--- src/rtl/cpu_pkg.sv ---
// Shared CPU constants and types used by the register file and its HI/LO sub-block.
package cpu_pkg;

  localparam int DATA_W = 32;
  localparam int ADDR_W = 5;

  typedef logic [31:0] word_t;
  typedef logic [4:0]  reg_addr_t;

  localparam reg_addr_t REG_ZERO = 5'd0;
  localparam reg_addr_t REG_V0   = 5'd2;
  localparam reg_addr_t REG_RA   = 5'd31;

endpackage

--- src/rtl/reg_file_if.sv ---
// Register-file bus: two read ports, one GPR write port, HI/LO access and the $v0 debug tap.
interface reg_file_if
  import cpu_pkg::*;
#(
  parameter int DATA_W = cpu_pkg::DATA_W,
  parameter int ADDR_W = cpu_pkg::ADDR_W
);

  logic [ADDR_W-1:0] read_addr_a;
  logic [ADDR_W-1:0] read_addr_b;
  logic [DATA_W-1:0] read_data_a;
  logic [DATA_W-1:0] read_data_b;
  logic              write_enable;
  logic [ADDR_W-1:0] write_addr;
  logic [DATA_W-1:0] write_data;
  logic              hi_write_enable;
  logic              lo_write_enable;
  logic [DATA_W-1:0] hi_data_in;
  logic [DATA_W-1:0] lo_data_in;
  logic [DATA_W-1:0] hi_data_out;
  logic [DATA_W-1:0] lo_data_out;
  logic [DATA_W-1:0] register_v0;

  modport master (
    output read_addr_a, read_addr_b,
    output write_enable, write_addr, write_data,
    output hi_write_enable, lo_write_enable, hi_data_in, lo_data_in,
    input  read_data_a, read_data_b, hi_data_out, lo_data_out, register_v0
  );

  modport slave (
    input  read_addr_a, read_addr_b,
    input  write_enable, write_addr, write_data,
    input  hi_write_enable, lo_write_enable, hi_data_in, lo_data_in,
    output read_data_a, read_data_b, hi_data_out, lo_data_out, register_v0
  );

endinterface

--- src/rtl/reg_file_hilo_reg.sv ---
// HI/LO multiply/divide result registers with independent enables.
// Optional macro REG_FILE_WRITE_BYPASS_EN forwards incoming HI/LO values to the outputs.
module hilo_reg
  import cpu_pkg::*;
#(
  parameter int DATA_W = cpu_pkg::DATA_W
) (
  input  logic              clk,
  input  logic              reset,
  input  logic              hi_write_enable,
  input  logic              lo_write_enable,
  input  logic [DATA_W-1:0] hi_data_in,
  input  logic [DATA_W-1:0] lo_data_in,
  output logic [DATA_W-1:0] hi_data_out,
  output logic [DATA_W-1:0] lo_data_out
);

  logic [DATA_W-1:0] hi_q;
  logic [DATA_W-1:0] lo_q;

  always_ff @(posedge clk or posedge reset) begin
    if (reset) begin
      hi_q <= '0;
      lo_q <= '0;
    end else begin
      if (hi_write_enable) hi_q <= hi_data_in;
      if (lo_write_enable) lo_q <= lo_data_in;
    end
  end

`ifdef REG_FILE_WRITE_BYPASS_EN
  // Forwarded values must still be masked while reset is held.
  always_comb begin
    hi_data_out = hi_q;
    lo_data_out = lo_q;
    if (reset) begin
      hi_data_out = '0;
      lo_data_out = '0;
    end else begin
      if (hi_write_enable) hi_data_out = hi_data_in;
      if (lo_write_enable) lo_data_out = lo_data_in;
    end
  end
`else
  assign hi_data_out = hi_q;
  assign lo_data_out = lo_q;
`endif

endmodule

--- src/rtl/reg_file.sv ---
// MIPS 32x32 GPR file with two combinational reads, one synchronous write and HI/LO.
// Optional macro REG_FILE_WRITE_BYPASS_EN enables same-cycle write-through forwarding.
module reg_file
  import cpu_pkg::*;
#(
  parameter int DATA_W = cpu_pkg::DATA_W,
  parameter int ADDR_W = cpu_pkg::ADDR_W
) (
  input  logic       clk,
  input  logic       reset,
  reg_file_if.slave  bus
);

  localparam int DEPTH = 2 ** ADDR_W;
  localparam logic [ADDR_W-1:0] ZERO_IDX = ADDR_W'(REG_ZERO);
  localparam logic [ADDR_W-1:0] V0_IDX   = ADDR_W'(REG_V0);

  logic [DATA_W-1:0] regs [DEPTH];
  logic              gpr_we;

  // $0 is never stored, so the array slot stays at its reset value of zero.
  assign gpr_we = bus.write_enable && (bus.write_addr != ZERO_IDX);

  always_ff @(posedge clk or posedge reset) begin
    if (reset) begin
      for (int i = 0; i < DEPTH; i++) regs[i] <= '0;
    end else if (gpr_we) begin
      regs[bus.write_addr] <= bus.write_data;
    end
  end

  function automatic logic [DATA_W-1:0] read_port(
    input logic [ADDR_W-1:0] addr,
    input logic [DATA_W-1:0] stored,
    input logic              rst_now,
    input logic              we_now,
    input logic [ADDR_W-1:0] waddr,
    input logic [DATA_W-1:0] wdata
  );
    logic [DATA_W-1:0] val;
    val = stored;
    if (rst_now || addr == ZERO_IDX) begin
      val = '0;
    end else begin
`ifdef REG_FILE_WRITE_BYPASS_EN
      if (we_now && waddr == addr) val = wdata;
`else
      if (we_now && waddr == addr && 1'b0) val = wdata;
`endif
    end
    return val;
  endfunction

  always_comb begin
    bus.read_data_a = read_port(bus.read_addr_a, regs[bus.read_addr_a], reset,
                                bus.write_enable, bus.write_addr, bus.write_data);
    bus.read_data_b = read_port(bus.read_addr_b, regs[bus.read_addr_b], reset,
                                bus.write_enable, bus.write_addr, bus.write_data);
  end

  assign bus.register_v0 = regs[V0_IDX];

  hilo_reg #(
    .DATA_W (DATA_W)
  ) u_hilo (
    .clk             (clk),
    .reset           (reset),
    .hi_write_enable (bus.hi_write_enable),
    .lo_write_enable (bus.lo_write_enable),
    .hi_data_in      (bus.hi_data_in),
    .lo_data_in      (bus.lo_data_in),
    .hi_data_out     (bus.hi_data_out),
    .lo_data_out     (bus.lo_data_out)
  );

endmodule

--- src/flat_wrapper.sv ---
// flat-port wrapper written by rule: the top's interface ports become plain ports
module reg_file_flat import cpu_pkg::*;
#(
  parameter int DATA_W = cpu_pkg::DATA_W,
  parameter int ADDR_W = cpu_pkg::ADDR_W
)
  (clk, reset, bus_read_addr_a, bus_read_addr_b, bus_write_enable, bus_write_addr, bus_write_data, bus_hi_write_enable, bus_lo_write_enable, bus_hi_data_in, bus_lo_data_in, bus_read_data_a, bus_read_data_b, bus_hi_data_out, bus_lo_data_out, bus_register_v0);
  reg_file_if #(.DATA_W(DATA_W), .ADDR_W(ADDR_W)) bus_i ();
  input  logic clk;
  input  logic reset;
  input wire logic [$bits(bus_i.read_addr_a)-1:0] bus_read_addr_a;
  input wire logic [$bits(bus_i.read_addr_b)-1:0] bus_read_addr_b;
  input wire logic [$bits(bus_i.write_enable)-1:0] bus_write_enable;
  input wire logic [$bits(bus_i.write_addr)-1:0] bus_write_addr;
  input wire logic [$bits(bus_i.write_data)-1:0] bus_write_data;
  input wire logic [$bits(bus_i.hi_write_enable)-1:0] bus_hi_write_enable;
  input wire logic [$bits(bus_i.lo_write_enable)-1:0] bus_lo_write_enable;
  input wire logic [$bits(bus_i.hi_data_in)-1:0] bus_hi_data_in;
  input wire logic [$bits(bus_i.lo_data_in)-1:0] bus_lo_data_in;
  output wire logic [$bits(bus_i.read_data_a)-1:0] bus_read_data_a;
  output wire logic [$bits(bus_i.read_data_b)-1:0] bus_read_data_b;
  output wire logic [$bits(bus_i.hi_data_out)-1:0] bus_hi_data_out;
  output wire logic [$bits(bus_i.lo_data_out)-1:0] bus_lo_data_out;
  output wire logic [$bits(bus_i.register_v0)-1:0] bus_register_v0;
  assign bus_i.read_addr_a = bus_read_addr_a;
  assign bus_i.read_addr_b = bus_read_addr_b;
  assign bus_i.write_enable = bus_write_enable;
  assign bus_i.write_addr = bus_write_addr;
  assign bus_i.write_data = bus_write_data;
  assign bus_i.hi_write_enable = bus_hi_write_enable;
  assign bus_i.lo_write_enable = bus_lo_write_enable;
  assign bus_i.hi_data_in = bus_hi_data_in;
  assign bus_i.lo_data_in = bus_lo_data_in;
  assign bus_read_data_a = bus_i.read_data_a;
  assign bus_read_data_b = bus_i.read_data_b;
  assign bus_hi_data_out = bus_i.hi_data_out;
  assign bus_lo_data_out = bus_i.lo_data_out;
  assign bus_register_v0 = bus_i.register_v0;
  reg_file #(.DATA_W(DATA_W), .ADDR_W(ADDR_W)) u_core (.clk(clk), .reset(reset), .bus(bus_i));
endmodule
--- config.mk ---
export PLATFORM = sky130hd
export DESIGN_NAME = reg_file_flat
export DESIGN_NICKNAME = d
export VERILOG_FILES = /design/src/rtl/cpu_pkg.sv /design/src/rtl/reg_file_if.sv /design/src/rtl/reg_file_hilo_reg.sv /design/src/rtl/reg_file.sv /design/src/flat_wrapper.sv
export SDC_FILE = /design/constraint.sdc
export NUM_CORES = 2
export LEC_CHECK = 0
export CAP_MARGIN = 30
export CORE_AREA = 2 2 310 312
export CTS_BUF_LIST = sky130_fd_sc_hd__clkbuf_16
export CTS_CLUSTER_DIAMETER = 150
export DETAILED_ROUTE_END_ITERATION = 8
export DIE_AREA = 0 0 312 314
export PLACE_DENSITY = 0.8
export SLEW_MARGIN = 20
export SYNTH_ARGS = -nofsm -noshare
export SYNTH_HDL_FRONTEND = slang
export SYNTH_SLANG_ARGS = --single-unit
--- constraint.sdc ---
create_clock -name clk -period 49.7 [get_ports clk]
set_input_delay 4.97 -clock clk [delete_from_list [all_inputs] [get_ports clk]]
set_output_delay 4.97 -clock clk [all_outputs]
set_load 0.005 [all_outputs]
* Word-level counts from Yosys, hierarchy flattened *
Index checks and enable logic that the tools add are counted.

word-level totals
  flip-flop bits (word level) = 1088
  input bits = 116
  output and inout bits = 160

cells by class
  order comparisons = 4
  mux-type cells = 11
  bitwise gates (word level) = 3
  reductions and logical operators = 7

operators with widths
  kind                number
  $bwmux 1024         1
  $bmux 32 s5         2
  $mux 32             7
  $demux 32 s5        1
  $ge 6x6->1 const B  3
  $not 5->6           3
  $logic_not 5->1     2
  $lt 6x1->1 const B  1
  $reduce_bool 5->1   1
  $logic_and 1x1->1   2
  $logic_or 1x1->1    2

* Logic depth before layout (Yosys ltp) *
  depth in word-level cells = 6
  depth in mapped cells = 9
  mapped depth without buffers = 4

* Modules after synthesis *
From an unflattened synthesis, not the netlist that was laid out.

second synthesis, totals
  cells, all modules = 3719
  area, all modules = 57198.6 um^2

by module, submodules not included
  module    instances  cells an instance  area each (um^2)  sequential area each (um^2)
  reg_file  1          3582               54504.8           25624.6
  hilo_reg  1          137                2693.8            1601.5

* Worst setup path before layout *
OpenSTA, ideal clock, no wires.

  path kind = input to output
  from = in bus_read_addr_a[0]
  to = out bus_read_data_a[10]
  arrival time = 6435 ps
  required time = 44730 ps
  path slack = 38295 ps
  stages on the path = 6
  path buffers = 3
  cells stage by stage = buf_2 > buf_4 > buf_2 > mux4_2 > a22oi_1 > nand4_1

on the way
  word-level cells in the longest chain between the ends = 5

RTL lines
  element                                     RTL line            text
  start, declared                             flat_wrapper.sv:11  input wire logic [$bits(bus_i.read_addr_a)-1:0] bus_read_addr_a;
  $not 5->6 (not written as such)             reg_file.sv:55      bus.read_data_a = read_port(bus.read_addr_a, regs[bus.read_addr_a], reset,
  $bmux 32 s5                                 reg_file.sv:55
  $mux 32 (not written as such) (2 in a row)  reg_file.sv:55
  $mux 32 *                                   reg_file.sv:42      if (rst_now || addr == ZERO_IDX) begin
  end, declared                               flat_wrapper.sv:20  output wire logic [$bits(bus_i.read_data_a)-1:0] bus_read_data_a;

Mark *: on every way between the ends. The rest lies on a longest branch, timed or not. The select of a mux whose other input is x is not followed.

* Worst setup path after layout *
  from = in bus_read_addr_b[2]
  to = out bus_read_data_b[28]

on the way
  word-level cells in the longest chain between the ends = 5

RTL lines
  element                                     RTL line            text
  start, declared                             flat_wrapper.sv:12  input wire logic [$bits(bus_i.read_addr_b)-1:0] bus_read_addr_b;
  $not 5->6 (not written as such)             reg_file.sv:57      bus.read_data_b = read_port(bus.read_addr_b, regs[bus.read_addr_b], reset,
  $bmux 32 s5                                 reg_file.sv:57
  $mux 32 (not written as such) (2 in a row)  reg_file.sv:57
  $mux 32 *                                   reg_file.sv:42
  end, declared                               flat_wrapper.sv:21  output wire logic [$bits(bus_i.read_data_b)-1:0] bus_read_data_b;

Marked as above.

==> flow_summary_export.csv <==
group,metric,value,unit
run_status,outcome,"complete, no violations",
drt,first_pass_iters,6,
clock_tree,cts_root_buf,"clkbuf_16",
die,start_util,60.6,%
timing,setup_slack,35.56,ns
drt,wirelength,188,mm
layout,layout-drive-gt1-share,41.3,%
setup_path,crit_arrival,9.17,ns
grt,grt_overflow_total,0,
timing,rsz0062_at_grt,"no",
placement,pre_cts_slack,35.65,ns
drt,drcViolationCount,0,
grt,grt_max_degree,185,
clock_tree,cts_hold_buf,0,
clock_tree,clockBufferDepth,3,
setup_path,rrSetupSlack,48.75,ns
clock_tree,cts_sinks,1088,
placement,portBuffers,275,
clock_tree,post_cts_buffers,0,
synthesis,netlist_area,57300,µm²
timing,period_share,28.4,%
setup_path,cp_max_fo,68,
timing,max_slew_margin,25.9,%
setup_path,worst-path-buf-inv,5,
setup_path,criticalPathCategory,"in -> out",
grt,antenna_found_initial,11,
placement,place_congestion,0.880,
setup_path,end_kind,"output port",
synthesis,synth_nets,4358,
die,die-area,98000,µm²
timing,post-route-min-period,14.14,ns
clock_tree,cts_buffers,114,
clock_tree,htreeDepth,3,
synthesis,yosysWarnings,0,
synthesis,avgSynthCellArea,13.5,µm²
clock_tree,tritoncts,"done",
timing,hold_viol,0,
timing,worst-slew-pin-transition,1.11,ns
setup_path,cp_cell_sequence,"buf_8 -> buf_4 -> buf_4 -> buf_4 -> mux2_2 -> o22ai_1 -> or3_1 -> nand4_1 -> clkdlybuf4s50_1",
clock_tree,insertion_delay,0.71,ns
timing,max_clock_freq,70.7,MHz
die,die_w,312,µm
drt,drtIter0Drc,5318,
timing,setup_viol,0,
layout,layout.nets,4393,
synthesis,synth-edff-count,0,
timing,slew_viol_final,0,
drt,wire_per_inst,33.3,µm
synthesis,synth-seq-cells,1088,
setup_path,slowest_stage,"buf_4",
setup_path,cp_top_family,"buffers and inverters",
worst_hold_path,hp-class,"reg -> reg",
power_and_ir_drop,p_per_area,38.9,nW/µm²
drt,postRouteAntennaNets,0,
synthesis,netlist_instances,4242,
setup_path,slowest_delay,0.86,ns
synthesis,synth.distinct_cells,44,
power_and_ir_drop,p_sw,707,µW
power_and_ir_drop,comb_power_share,20.4,%
power_and_ir_drop,power.total,2.51,mW
clock_tree,path_clk_slew,0.06,ns
die,core_area,94400,µm²
synthesis,async_flop_share,100,%
clock_tree,post_cts_resized,0,
drt,via_count,40800,
power_and_ir_drop,vdd_ir_drop_max,0.0000420,V
placement,placed_area,60700,µm²
power_and_ir_drop,p_seq_share,47.0,%
synthesis,ys.flop_type,"dfrtp_1",
grt,grt_pass1_wl,275,mm
die,die_h,314,µm
setup_path,startpoint_type,"primary input",
layout,fin_area,64600,µm²
power_and_ir_drop,p_int,1.80,mW
die,core.rowCount,113,
setup_path,cp_common_cell,"buf_4",
layout,fin_cells,5645,
timing,tns,0,ns
setup_path,required,44.73,ns
layout,n_fill_cell,6658,
synthesis,ys_seq_area_share,47.5,%
layout,area_growth,12.8,%
power_and_ir_drop,power_leakage,28.2,nW
flow_run,drv_cap,0,
timing,skew,0,ns
drt,drt-vias-per-instance,7.22,
power_and_ir_drop,p_clk_share,32.7,%
power_and_ir_drop,p_sw_share,28.2,%
grt,grt_pass1_vias,41200,
placement,dpl.hpwl,112,mm
die,ios,276,
placement,dp.cells,5404,
grt,grt_use_total,38.1,%
## metal layers
metal	track usage [%]	up-vias	part of all wire, %
met5	0	-	0.035
met4	27.0	10	8.1
met3	9.94	781	11
met2	56.3	2801	45
met1	49.4	21100	36
li1	-	16100	-
## power groups by stage
| stage | clock (mW) | sequential [mW] | combinational, mW |
|---|---|---|---|
| global route | 0.859 | 1.20 | 0.541 |
| detailed placement | 0 | 1.19 | 0.500 |
| global placement | 0 | 1.17 | 0.484 |
| floorplan | 0 | 1.15 | 0.372 |
| CTS | 0.822 | 1.17 | 0.504 |
| finish | 0.820 | 1.18 | 0.512 |
## kinds of logic (layout without fill, tap and decap cells)
| group | after synthesis | count (layout) | synth area share (%) |
|---|---|---|---|
| AO/OA/AOI/OAI | 457 | 457 | 5.42 |
| other | 0 | 9 | 0 |
| multiplexers | 1770 | 1770 | 39.0 |
| buffers and inverters | 491 | 620 | 3.93 |
| AND/OR/NAND/NOR | 436 | 436 | 4.10 |
| flip-flops | 1088 | 1088 | 47.5 |
## synthesized netlist by cell type (23+ instances only)
| cell type | n | area (µm²) |
|---|---|---|
| a211oi_1 | 65 | 488 |
| o21ai_0 | 64 | 320 |
| nor2_1 | 24 | 90.1 |
| o31a_1 | 32 | 280 |
| a22oi_1 | 159 | 1190 |
| and3_1 | 23 | 144 |
| a21oi_1 | 58 | 290 |
| mux2i_1 | 274 | 2740 |
| nand2_1 | 87 | 327 |
| mux2_1 | 42 | 473 |
| clkbuf_1 | 220 | 826 |
| nand4_1 | 64 | 400 |
| buf_4 | 50 | 375 |
| buf_1 | 59 | 221 |
| o22ai_1 | 65 | 407 |
| dfrtp_1 | 1088 | 27200 |
| nand3_1 | 100 | 500 |
| nor2b_1 | 70 | 438 |
| or3_1 | 31 | 194 |
| mux2_2 | 1209 | 13600 |
| mux4_2 | 245 | 5520 |
| buf_2 | 156 | 781 |
## placed cells by master, fill, tap and decap left out, types with 5 or more instances in the layout
master	Yosys	final
o21ai_0	64	64
o22ai_1	65	65
a211oi_1	65	65
nand3_1	100	100
a22oi_1	159	159
mux4_2	245	245
nand2_2	0	16
mux2i_1	274	274
mux2_1	42	42
mux2_2	1209	1209
buf_4	50	90
nor2_4	0	18
clkbuf_16	0	115
and3_1	23	23
nor2b_1	70	65
nand3b_1	5	5
buf_16	0	10
clkinv_1	0	33
inv_1	3	30
a21oi_1	58	58
nand4_1	64	64
a32oi_1	9	9
clkdlybuf4s50_1	0	266
bufinv_16	0	8
buf_6	3	10
o31a_1	32	32
or3_1	31	31
diode_2	0	9
buf_8	0	22
clkinv_2	0	22
dfrtp_1	1088	1088
nand2_1	87	71
## state kept, by name, indices dropped and copies added, names as in the netlist
register,flops
u_core.bus.register_v0,32
u_core.regs,992
u_core.u_hilo.hi_data_out,32
u_core.u_hilo.lo_data_out,32
## stage by stage
step / util, % / hold slack (ns)
floorplan: - / 0.441
finish: 68.4 / 0.396
CTS: 67.9 / 0.398
global placement: 63.9 / 0.377
global route: 68.4 / 0.408
detailed placement: 64.2 / 0.383
## final timing paths
path | cells after the start | startpoint | to
setup / recovery | 9 | bus_read_addr_b[2] | bus_read_data_b[28]
hold / removal | 0 | u_core.regs[1019] | u_core.regs[1019]
setup reg to reg | 1 | u_core.bus.register_v0[9] | u_core.bus.register_v0[9]
hold reg to reg | 0 | u_core.regs[1019] | u_core.regs[1019]
max in group asynchronous | 8 | reset | u_core.regs[923]
min in group asynchronous | 2 | reset | u_core.regs[769]
## final cells by class
class | count | area, µm² | share of cell area (%)
Sequential cell | 1088 | 27200 | 42.2
Antenna cell | 9 | 22.5 | 0.0349
Clock inverter | 95 | 613 | 0.949
Tap cell | 1265 | 1580 | 2.45
Clock buffer | 115 | 2880 | 4.46
Inverter | 3 | 18.8 | 0.0291
Timing Repair Buffer | 407 | 4180 | 6.47
Multi-Input combinational cell | 2663 | 28100 | 43.5
No activity file was read; power rests on OpenSTA's default activity.
